$ cat config.mk
export PLATFORM = sky130hd
export DESIGN_NAME = vga_timing_generator
export DESIGN_NICKNAME = d
export VERILOG_FILES = /design/src/rtl/vga_pkg.sv /design/src/rtl/wrap_counter.sv /design/src/rtl/vga_timing_generator.sv
export SDC_FILE = /design/constraint.sdc
export NUM_CORES = 1
export LEC_CHECK = 0
export CAP_MARGIN = 30
export CORE_MARGIN = 8
export CORE_UTILIZATION = 50
export CTS_CLUSTER_DIAMETER = 50
export CTS_CLUSTER_SIZE = 25
export DETAILED_ROUTE_END_ITERATION = 10
export PLACE_DENSITY = 0.85
export SYNTH_ARGS = -nofsm -noshare
export SYNTH_HDL_FRONTEND = slang
export SYNTH_SLANG_ARGS = --single-unit
$ cat constraint.sdc
create_clock -name clk25 -period 2.5 [get_ports clk25]
set_input_delay 0.5 -clock clk25 [delete_from_list [all_inputs] [get_ports clk25]]
set_output_delay 0.5 -clock clk25 [all_outputs]
set_load 0.01 [all_outputs]
$ cat src/rtl/vga_pkg.sv
// Shared VGA timing constants for the 640x480@60 Hz mode.
// Holds the default visible size, porches and sync widths, the derived line and frame
// totals, and the sync pulse polarity. No ports.
package vga_pkg;

    localparam int unsigned DEF_WIDTH         = 640;
    localparam int unsigned DEF_HEIGHT        = 480;
    localparam int unsigned DEF_H_FRONT_PORCH = 16;
    localparam int unsigned DEF_H_SYNC_WIDTH  = 96;
    localparam int unsigned DEF_H_BACK_PORCH  = 48;
    localparam int unsigned DEF_V_FRONT_PORCH = 10;
    localparam int unsigned DEF_V_SYNC_WIDTH  = 2;
    localparam int unsigned DEF_V_BACK_PORCH  = 33;

    localparam int unsigned DEF_H_TOTAL =
        DEF_WIDTH + DEF_H_FRONT_PORCH + DEF_H_SYNC_WIDTH + DEF_H_BACK_PORCH;
    localparam int unsigned DEF_V_TOTAL =
        DEF_HEIGHT + DEF_V_FRONT_PORCH + DEF_V_SYNC_WIDTH + DEF_V_BACK_PORCH;

    // Level driven on hSync/vSync during the pulse.
    localparam logic SYNC_ACTIVE = 1'b0;

endpackage

$ cat src/rtl/wrap_counter.sv
// Modulo-N counter with enable.
// Ports:
//   clk_i    - clock, rising edge
//   rst_i    - synchronous active-high reset, clears the count
//   en_i     - advance the count this cycle
//   count_o  - current count, 0..N-1
//   wrap_o   - high when enabled and the count is at N-1 (count returns to 0 next edge)
module wrap_counter #(
    parameter int unsigned N     = 800,
    parameter int unsigned Width = 10
) (
    input  logic             clk_i,
    input  logic             rst_i,
    input  logic             en_i,
    output logic [Width-1:0] count_o,
    output logic             wrap_o
);

    localparam logic [Width-1:0] Last = Width'(N - 1);

    logic [Width-1:0] count_d, count_q;
    logic             at_last;

    always_comb begin
        at_last = (count_q == Last);
        count_d = count_q;
        if (en_i) begin
            count_d = at_last ? '0 : count_q + Width'(1);
        end
    end

    always_ff @(posedge clk_i) begin
        if (rst_i) begin
            count_q <= '0;
        end else begin
            count_q <= count_d;
        end
    end

    assign count_o = count_q;
    assign wrap_o  = en_i && at_last;

endmodule

$ cat src/rtl/vga_timing_generator.sv
// VGA timing generator: pixel/line counters plus combinational decode of sync pulses,
// active-video flag, frame-boundary strobe and clamped pixel coordinates.
// Ports:
//   clk25     - pixel clock, rising edge
//   reset     - synchronous active-high reset, restarts the frame at (0,0)
//   hSync     - horizontal sync, active low
//   vSync     - vertical sync, active low
//   active    - current pixel is inside the visible area
//   screenEnd - one-cycle strobe at the first pixel of vertical blanking
//   x         - current column, held at WIDTH-1 outside the visible columns
//   y         - current row, held at HEIGHT-1 outside the visible rows
module vga_timing_generator
    import vga_pkg::*;
#(
    parameter int unsigned WIDTH         = DEF_WIDTH,
    parameter int unsigned HEIGHT        = DEF_HEIGHT,
    parameter int unsigned H_FRONT_PORCH = DEF_H_FRONT_PORCH,
    parameter int unsigned H_SYNC_WIDTH  = DEF_H_SYNC_WIDTH,
    parameter int unsigned H_BACK_PORCH  = DEF_H_BACK_PORCH,
    parameter int unsigned V_FRONT_PORCH = DEF_V_FRONT_PORCH,
    parameter int unsigned V_SYNC_WIDTH  = DEF_V_SYNC_WIDTH,
    parameter int unsigned V_BACK_PORCH  = DEF_V_BACK_PORCH
) (
    input  logic       clk25,
    input  logic       reset,
    output logic       hSync,
    output logic       vSync,
    output logic       active,
    output logic       screenEnd,
    output logic [9:0] x,
    output logic [8:0] y
);

    localparam int unsigned H_TOTAL = WIDTH + H_FRONT_PORCH + H_SYNC_WIDTH + H_BACK_PORCH;
    localparam int unsigned V_TOTAL = HEIGHT + V_FRONT_PORCH + V_SYNC_WIDTH + V_BACK_PORCH;

    localparam int unsigned H_SYNC_START = WIDTH + H_FRONT_PORCH;
    localparam int unsigned H_SYNC_END   = H_SYNC_START + H_SYNC_WIDTH;
    localparam int unsigned V_SYNC_START = HEIGHT + V_FRONT_PORCH;
    localparam int unsigned V_SYNC_END   = V_SYNC_START + V_SYNC_WIDTH;

    logic [9:0]  h_count, v_count;
    logic        h_wrap, v_wrap;
    logic        unused_v_wrap;
    logic [31:0] h_ext, v_ext;
    logic        h_vis, v_vis, h_pulse, v_pulse;

    wrap_counter #(
        .N    (H_TOTAL),
        .Width(10)
    ) u_h_counter (
        .clk_i  (clk25),
        .rst_i  (reset),
        .en_i   (1'b1),
        .count_o(h_count),
        .wrap_o (h_wrap)
    );

    // The line counter only advances on the last pixel of each line.
    wrap_counter #(
        .N    (V_TOTAL),
        .Width(10)
    ) u_v_counter (
        .clk_i  (clk25),
        .rst_i  (reset),
        .en_i   (h_wrap),
        .count_o(v_count),
        .wrap_o (v_wrap)
    );

    assign unused_v_wrap = v_wrap;

    always_comb begin
        // Compare at 32 bits so limit values that do not fit the counters still decode.
        h_ext   = 32'(h_count);
        v_ext   = 32'(v_count);
        h_vis   = (h_ext < WIDTH);
        v_vis   = (v_ext < HEIGHT);
        h_pulse = (h_ext >= H_SYNC_START) && (h_ext < H_SYNC_END);
        v_pulse = (v_ext >= V_SYNC_START) && (v_ext < V_SYNC_END);

        hSync     = h_pulse ? SYNC_ACTIVE : ~SYNC_ACTIVE;
        vSync     = v_pulse ? SYNC_ACTIVE : ~SYNC_ACTIVE;
        active    = h_vis && v_vis;
        screenEnd = (h_count == '0) && (v_ext == HEIGHT);
        // Clamp so x + WIDTH*y stays inside the frame buffer during blanking.
        x         = h_vis ? h_count : 10'(WIDTH - 1);
        y         = v_vis ? v_count[8:0] : 9'(HEIGHT - 1);
    end

endmodule

==> flow_summary.yaml <==
outcome:
  outcome: "finished clean"
floorplanning:
  coreArea_um2: 2390
  dieArea_um2: 4260
  ios: 25
  rows: 18
  die_width_um: 65.3
  die_y_um: 65.3
  start_util_pct: 50.9
placed_design:
  routabilityCongestion: 0.883
  hpwl_um: 2140
  port_buffers: 24
worst_setup_path:
  crit_path_end_kind: "output port"
  r2r_cells: 5
  r2r_start: "u_h_counter.count_o[0]"
  r2r_setup_slack_ns: 0.41
  critPathLaunchType: "flip-flop"
  worstPathArrival_ns: 1.90
  timing.rr.end: "u_v_counter.count_o[4]"
  crit_type: "reg -> out"
  worstPathRequired_ns: 2.00
  crit_fanout: 5
sta:
  fin_crit_sh_pct: 96.0
  maxSlewViolCount: 0
  fin_tns_setup_ns: 0
  rsz0062_at_grt: "no"
  finClkSkew_ns: 0.00676
  setup_viol: 0
  relSlewSlack_pct: 71.6
  fin_crit_ns: 2.40
  worstMarginPinSlew_ns: 0.425
  timing_hold_violations_final: 0
  fmax_mhz: 417
power:
  ir_worst_vdd_mv: 0.277
  switching_share_pct: 22.7
  p_sw_mw: 0.116
  finalPower_mw: 0.511
  combPwrFrac_pct: 6.9
  power.internal_mw: 0.395
  power.density_nw_per_um2: 342
  power_frac_seq_pct: 64.2
  p_leak_nw: 0.596
  clockPowerShare_pct: 28.9
detailed_routing:
  drtIter0Drc: 70
  wl_per_cell_um: 14.5
  vias: 1105
  first_pass_iters: 5
  drc: 0
  vias_per_cell: 5.55
  wl_um: 2880
  antenna_left: 0
worst_hold_path:
  hold_class: "reg -> reg"
  hold_path_depth: 1
  min_to: "u_h_counter.count_o[0]"
  min_from: "u_h_counter.count_o[0]"
cts:
  cts_hold_buf: 0
  clock_latency_ns: 0.29
  clk_pin_slew_ns: 0.11
  numCtsBuffers: 3
  htree_num_levels: 1
  cts_buffer_depth: 2
  cts_tree: "yes"
  clock-sinks: 20
  root_buffer: "clkbuf_4"
run:
  drv_cap: 0
global_routing:
  grt_max_degree: 12
  top_usage_layer: "met2"
  grtUsageMet3_pct: 3.57
  grtUsageMet1_pct: 14.4
  grt_pass1_wl_um: 4770
  grt_util_all_layers_pct: 13.7
  antenna_found_initial: 0
  grt_pass1_vias: 1097
  grtUsageMet2_pct: 24.2
  grt-ovfl-total: 0
final_layout:
  final_core_utilization_pct: 62.6
  final_nets: 177
  num-fill-cells: 231
  diodes: 0
  drive_gt1_share_pct: 11.8
  area_delta_synth_final_pct: 23.0
synthesis:
  synth_cell_types: 33
  syn-num-nets: 158
  synth_seq_cells: 20
  yosysSeqAreaShare_pct: 33.0
  syn_inst: 152
  syn-cell-area_um2: 1210
  syn_area_per_cell_um2: 7.99
  ys_warn_count: 0
[worst max-delay path, cell delays in order (launching register included)]
cell	delay, ns
dfxtp_1	0.40
and3_4	0.25
and3_1	0.22
and4_1	0.21
clkdlybuf4s50_1	0.54
[Yosys cell counts]
library cell | count | area, um^2
a21oi_1 | 2 | 10.0
and2_1 | 2 | 12.5
and3_1 | 3 | 18.8
and4_1 | 2 | 17.5
buf_1 | 2 | 7.51
buf_2 | 3 | 15.0
buf_6 | 2 | 22.5
clkbuf_1 | 5 | 18.8
dfxtp_1 | 20 | 400
ha_1 | 4 | 50.1
inv_1 | 5 | 18.8
mux2_2 | 1 | 11.3
mux2i_1 | 2 | 20.0
nand2_1 | 11 | 41.3
nand2b_1 | 9 | 56.3
nand3_1 | 10 | 50.1
nand4_1 | 6 | 37.5
nor2_1 | 20 | 75.1
nor2b_1 | 3 | 18.8
nor3_1 | 9 | 45.0
nor4_1 | 5 | 31.3
nor4_2 | 1 | 12.5
nor4_4 | 1 | 21.3
nor4bb_1 | 1 | 10.0
o211a_1 | 1 | 10.0
o21ai_0 | 1 | 5.00
o21bai_2 | 1 | 11.3
or2_2 | 3 | 18.8
or3_1 | 1 | 6.26
or3_4 | 1 | 11.3
or4_1 | 1 | 7.51
xnor2_1 | 10 | 87.6
xor2_1 | 4 | 35.0
[power by group through the flow]
stage               clock network, mW  logic, mW  registers [mW]
finish                          0.148     0.0351           0.328
detailed placement                  0     0.0352           0.335
CTS                             0.151     0.0356           0.328
global placement                    0     0.0342           0.335
floorplan                           0     0.0230           0.333
global route                    0.164     0.0406           0.329
[worst max-delay path by stage]
stage	from	to	slack, ns
finish	u_v_counter.count_o[7]	screenEnd	0.1
global route	u_v_counter.count_o[9]	screenEnd	0.01
CTS	u_v_counter.count_o[5]	screenEnd	0.02
detailed placement	u_h_counter.count_o[7]	active	0.23
global placement	u_h_counter.count_o[7]	active	0.25
floorplan	u_h_counter.count_o[0]	u_v_counter.count_o[8]	0.72
[through the flow]
step                cell area, um^2  worst slack [ns]  hold slack [ns]  instances
finish                         1490            0.0993            0.488        199
global route                   1490            0.0118            0.547        199
CTS                            1470            0.0219            0.497        199
detailed placement             1440             0.231            0.473        196
global placement               1440             0.253            0.461        196
floorplan                      1210             0.721            0.441        152
[metal layers]
| metal | part of all wire (%) | routed length, um |
|---|---|---|
| met1 | 41 | 1190 |
| met2 | 49 | 1410 |
| met3 | 8.0 | 229 |
| met4 | 1.7 | 49 |
| met5 | 0 | 0 |
[flip-flops by register name, indices dropped and copies added (netlist names)]
signal and count:
u_h_counter.count_o 10, u_v_counter.count_o 10
[final cells by class]
cell class                      instances  area (um^2)  share of cell area, %
Timing Repair Buffer                   26          258                   17.3
Tap cell                               30         37.5                   2.51
Multi-Input combinational cell        115          752                   50.3
Sequential cell                        20          405                   27.1
Clock buffer                            3         22.5                   1.51
Inverter                                5         18.8                   1.26
[layout by cell type, fill, tap and decap left out, types with 2 or more instances in the layout]
| master | instances |
|---|---|
| and2_1 | 2 |
| and3_1 | 2 |
| and4_1 | 2 |
| buf_4 | 2 |
| clkbuf_4 | 3 |
| clkdlybuf4s50_1 | 23 |
| dfxtp_1 | 16 |
| dfxtp_2 | 4 |
| ha_1 | 4 |
| inv_1 | 5 |
| mux2i_1 | 2 |
| nand2_1 | 11 |
| nand2b_1 | 9 |
| nand3_1 | 10 |
| nand4_1 | 6 |
| nor2_1 | 20 |
| nor2b_1 | 3 |
| nor3_1 | 9 |
| nor4_1 | 5 |
| or2_2 | 3 |
| xnor2_1 | 10 |
| xor2_1 | 4 |
[logic make-up (layout without fill, tap and decap cells)]
group | Yosys count | in the layout | share of synthesized area (%)
multiplexers | 3 | 3 | 2.57
adder cells (fa/ha/maj) | 4 | 4 | 4.12
flip-flops | 20 | 20 | 33.0
AO/OA/AOI/OAI | 5 | 5 | 2.99
buffers and inverters | 17 | 34 | 6.80
AND/OR/NAND/NOR | 89 | 89 | 40.5
XOR/XNOR | 14 | 14 | 10.1
[what timing repair did]
item / 4_1_cts / 5_1_grt
buffers inserted: 0 / 0
endpoints found under the setup margin: 3 / 9
cloned: 0 / 0
pin swaps: 0 / 0
resized for setup: 2 / 9
(Power assumes the default switching activity.)
==> RTL change 1: new RTL, config.mk and constraints unchanged <==
`SYNC_ACTIVE`: 1'b0 -> 1'b1.
--- a/src/rtl/vga_pkg.sv
+++ b/src/rtl/vga_pkg.sv
@@ -20,3 +20,3 @@
     // Level driven on hSync/vSync during the pulse.
-    localparam logic SYNC_ACTIVE = 1'b0;
+    localparam logic SYNC_ACTIVE = 1'b1;
 
Check against the original RTL: not equivalent (Yosys sat finds a counterexample within 4 cycles, from zero or initial values and one cycle with reset high).
==> RTL change 1 against the original RTL <==
Combinational power fell by 5%. Routed wire length fell by 0.83%. Cell area rose by 1.7%. Maximum frequency rose by 0.96%. Worst hold slack improved by 0.0068 ns. Worst setup slack improved by 0.023 ns. Core utilization rose by 0.45 points. Synthesized area rose by 2.2%. Non-clock buffer count fell by 1. Total power rose by 0.44%. Sequential power barely moved. Sequential cell count did not move. Largest power group unchanged.
==> RTL change 1: results (changes against the original RTL) <==
| Metric | Value |
|---|---|
| Outcome | `completed (unchanged)` |
| Sequential-to-total area share from yosys stat | `32.26% (was 32.96%)` |
| M1 WL | `1239 um (was 1189 um)` |
| Synth top cells by count | `nor2_1, dfxtp_1, nand2_1, xnor2_1, nand3_1 (was dfxtp_1, nor2_1, nand2_1, nand3_1, xnor2_1)` |
| Met2 wire len | `1401 um (was 1409 um)` |
| DR pass1 iterations | `4 (was 5)` |
| HPWL after DPL | `2132 um (was 2137 um)` |
| First-pass GRT wire length | `4850 um (was 4774 um)` |
| Hold slack | `0.4951 ns (was 0.4883 ns)` |
| Routability cong. | `0.9002 (was 0.8834)` |
| GR Util met2 | `24.00% (was 24.23%)` |
| Final period demand of the worst path | `2.378 ns (was 2.401 ns)` |
| Met3 Usage GRT | `4.068% (was 3.571%)` |
| P_clk | `0.152 mW (was 0.148 mW)` |
| Mapped Cells | `153 (was 152)` |
| Starting DRT DRC Count | `29 (was 70)` |
| GRT Total Usage | `13.66% (was 13.65%)` |
| Met3 Routed Length | `192 um (was 229 um)` |
| Vias in the first global route | `1053 (was 1097)` |
| CP arrival | `1.88 ns (was 1.90 ns)` |
| Delay-heaviest family, CP | `buffers and inverters (was simple AND/OR/NAND/NOR gates)` |
| Internal power | `0.3954 mW (was 0.3949 mW)` |
| Number of library cell types mapped by synthesis | `32 (was 33)` |
| Layout Nets | `178 (was 177)` |
| Max-Slew Margin vs Limit | `73.50% (was 71.57%)` |
| Top post-synthesis cells by area | `dfxtp_1, xnor2_1, nor2_1 (unchanged)` |
| Syn nets | `159 (was 158)` |
| Reg-to-reg endpoint | `u_v_counter.count_o[9]$_SDFFE_PP0N_ (was u_v_counter.count_o[4]$_SDFFE_PP0N_)` |
| Crit path max fanout | `7 (was 5)` |
| DR vias/cell | `5.445 (was 5.553)` |
| Skew final | `0.002471 ns (was 0.006757 ns)` |
| Worst VDD drop | `0.0003112 V (was 0.0002768 V)` |
| CP endpoint | `active (was screenEnd)` |
## RTL change 1: cell families after synthesis
| group | synth area share (%) |
|---|---|
| buffers and inverters | 6.956 |
| AOI/OAI and AO/OA | 4.335 |
| xor gates and xnor gates | 9.879 |
| muxes | 1.613 |
| and+or+nand+nor | 40.93 |
| DFF | 32.26 |
| adders and majority gates | 4.032 |
## RTL change 1: what timing repair did
item                       4_1_cts  5_1_grt
hold buffers                     0        0
gates resized for setup          2        8
setup endpoints to repair        6        7
setup buffers                    0        0
## RTL change 1: worst register-to-register path: stages, from the launching register on
cell     delay, ns
dfxtp_1       0.42
ha_1          0.27
nand4_2       0.27
nor4_4        0.48
mux2i_1       0.28
nor4_2        0.05
## RTL change 1: final cells by class
class	count	area [um2]	area share (%)
clock buffers	3	22.52	1.483
flip-flops and latches	20	405.4	26.69
repair buffers	25	250.2	16.47
multi-input cells	115	777.0	51.15
well taps	30	37.54	2.471
inverters	7	26.28	1.730
==> RTL change 2: new RTL, same settings <==
Without the edit above. Make the reset (`rst_i`) asynchronous in one clocked block. Comments in the files are not updated.
--- a/src/rtl/wrap_counter.sv
+++ b/src/rtl/wrap_counter.sv
@@ -31,3 +31,3 @@
 
-    always_ff @(posedge clk_i) begin
+    always_ff @(posedge clk_i or posedge rst_i) begin
         if (rst_i) begin
Check against the original RTL: differs if reset is asserted again (counterexample within 4 cycles, from zero or initial values and one cycle with reset high); with reset held inactive, the same outputs for 10 cycles.
==> RTL change 2 against the original RTL <==
Cell area grew 2.8%. Critical endpoint is now y[0]. Worst setup slack gained 0.011 ns. Sequential cell count is the same. Routed wire length grew 2.0%. Non-clock buffer count grew 2. Synthesized cell count shrank 11%. Critical path depth grew 1. Synthesized area grew 0.72%.
Power is not compared: it rests on default switching activity, and its combinational part moved more than twofold at a synthesized area within 25%.
==> RTL change 2: results (changes against the original RTL) <==
| Metric | Value |
|---|---|
| Outcome | `completed (unchanged)` |
| Met3 Usage GRT | `5.952% (was 3.571%)` |
| Mapped Cells | `136 (was 152)` |
| Slowest stage delay, CP | `0.49 ns (was 0.54 ns)` |
| Filler instances | `202 (was 231)` |
| GR Util met2 | `26.57% (was 24.23%)` |
| GR Layer Usage met1 | `14.98% (was 14.37%)` |
| DR pass1 iterations | `4 (was 5)` |
| Hold endpoint | `u_h_counter.count_o[0]$_DFF_PP0_ (was u_h_counter.count_o[0]$_SDFF_PP0_)` |
| Worst Reg2Reg Path Length in Cells | `4 (was 5)` |
| Skew final | `0.0007894 ns (was 0.006757 ns)` |
| Delay-heaviest family, CP | `simple AND/OR/NAND/NOR gates (unchanged)` |
| HPWL after DPL | `2204 um (was 2137 um)` |
| R2r setup slk | `0.54 ns (was 0.41 ns)` |
| Multi-In Gates | `102 (was 115)` |
| Layout cells sized above 1 | `11.11% (was 11.83%)` |
| Final period demand of the worst path | `2.389 ns (was 2.401 ns)` |
| GRT Total Usage | `14.60% (was 13.65%)` |
| Reg-to-reg endpoint | `u_v_counter.count_o[8]$_DFFE_PP0N_ (was u_v_counter.count_o[4]$_SDFFE_PP0N_)` |
| M1 WL | `1188 um (was 1189 um)` |
| CP endpoint | `y[0] (was screenEnd)` |
| DP Worst Slack | `0.1408 ns (was 0.2306 ns)` |
| DR vias/cell | `5.651 (was 5.553)` |
| Met3 Routed Length | `279 um (was 229 um)` |
| Plain + repair buffers | `28 (was 26)` |
| Hold wc startpoint | `u_h_counter.count_o[0]$_DFF_PP0_ (was u_h_counter.count_o[0]$_SDFF_PP0_)` |
| Invs w/o clock | `9 (was 5)` |
| Crit path max fanout | `6 (was 5)` |
| Footprint of the multi-input gates | `664.4 um2 (was 752.0 um2)` |
| Top post-synthesis cells by area | `dfrtp_1, xnor2_1, nand3_1 (was dfxtp_1, xnor2_1, nor2_1)` |
| Number of library cell types mapped by synthesis | `31 (was 33)` |
| Synth top cells by count | `dfrtp_1, nand2_1, nand3_1, nor2_1, xnor2_1 (was dfxtp_1, nor2_1, nand2_1, nand3_1, xnor2_1)` |
| Worst slew pin tran | `0.7445 ns (was 0.4252 ns)` |
| First-pass GRT wire length | `5016 um (was 4774 um)` |
| Layout Nets | `170 (was 177)` |
| Ys async rst share | `100.0% (was 0%)` |
| Crit path from | `u_v_counter.count_o[6]$_DFFE_PP0N_ (was u_v_counter.count_o[7]$_SDFFE_PP0N_)` |
| Post-Place Cells | `188 (was 196)` |
| Sequential-to-total area share from yosys stat | `40.90% (was 32.96%)` |
| Reg-to-reg startpoint | `u_h_counter.count_o[5]$_DFF_PP0_ (was u_h_counter.count_o[0]$_SDFF_PP0_)` |
| Routability cong. | `0.9061 (was 0.8834)` |
| Sequential cell area share | `32.65% (was 27.14%)` |
| Signal buf overhead | `18.00% (was 17.25%)` |
## RTL change 2: logic make-up (layout without fill, tap and decap cells)
group	Yosys count	count (layout)	synth area share, %
xor gates and xnor gates	13	13	9.305
AOI/OAI and AO/OA	10	10	5.112
adders and majority gates	4	4	4.090
and+or+nand+nor	75	75	35.07
DFF	20	20	40.90
buffers and inverters	14	40	5.521
## RTL change 2: power breakdown
| group | switching, mW | internal [mW] | leakage, nW |
|---|---|---|---|
| Sequential | 0 | 0.323 | 0.263 |
| Clock | 0.0925 | 0.0561 | 0.0138 |
| Combinational | 0.00610 | 0.00144 | 0.490 |
## RTL change 2: metrics by stage
| step | total power [mW] | instance area (um2) | hold slack [ns] |
|---|---|---|---|
| floorplan | 0.3345 | 1224 | 0.4638 |
| global placement | 0.3377 | 1490 | 0.4994 |
| detailed placement | 0.3378 | 1490 | 0.5114 |
| CTS | 0.4818 | 1518 | 0.5259 |
| global route | 0.5007 | 1536 | 0.5677 |
| finish | 0.4794 | 1536 | 0.5326 |
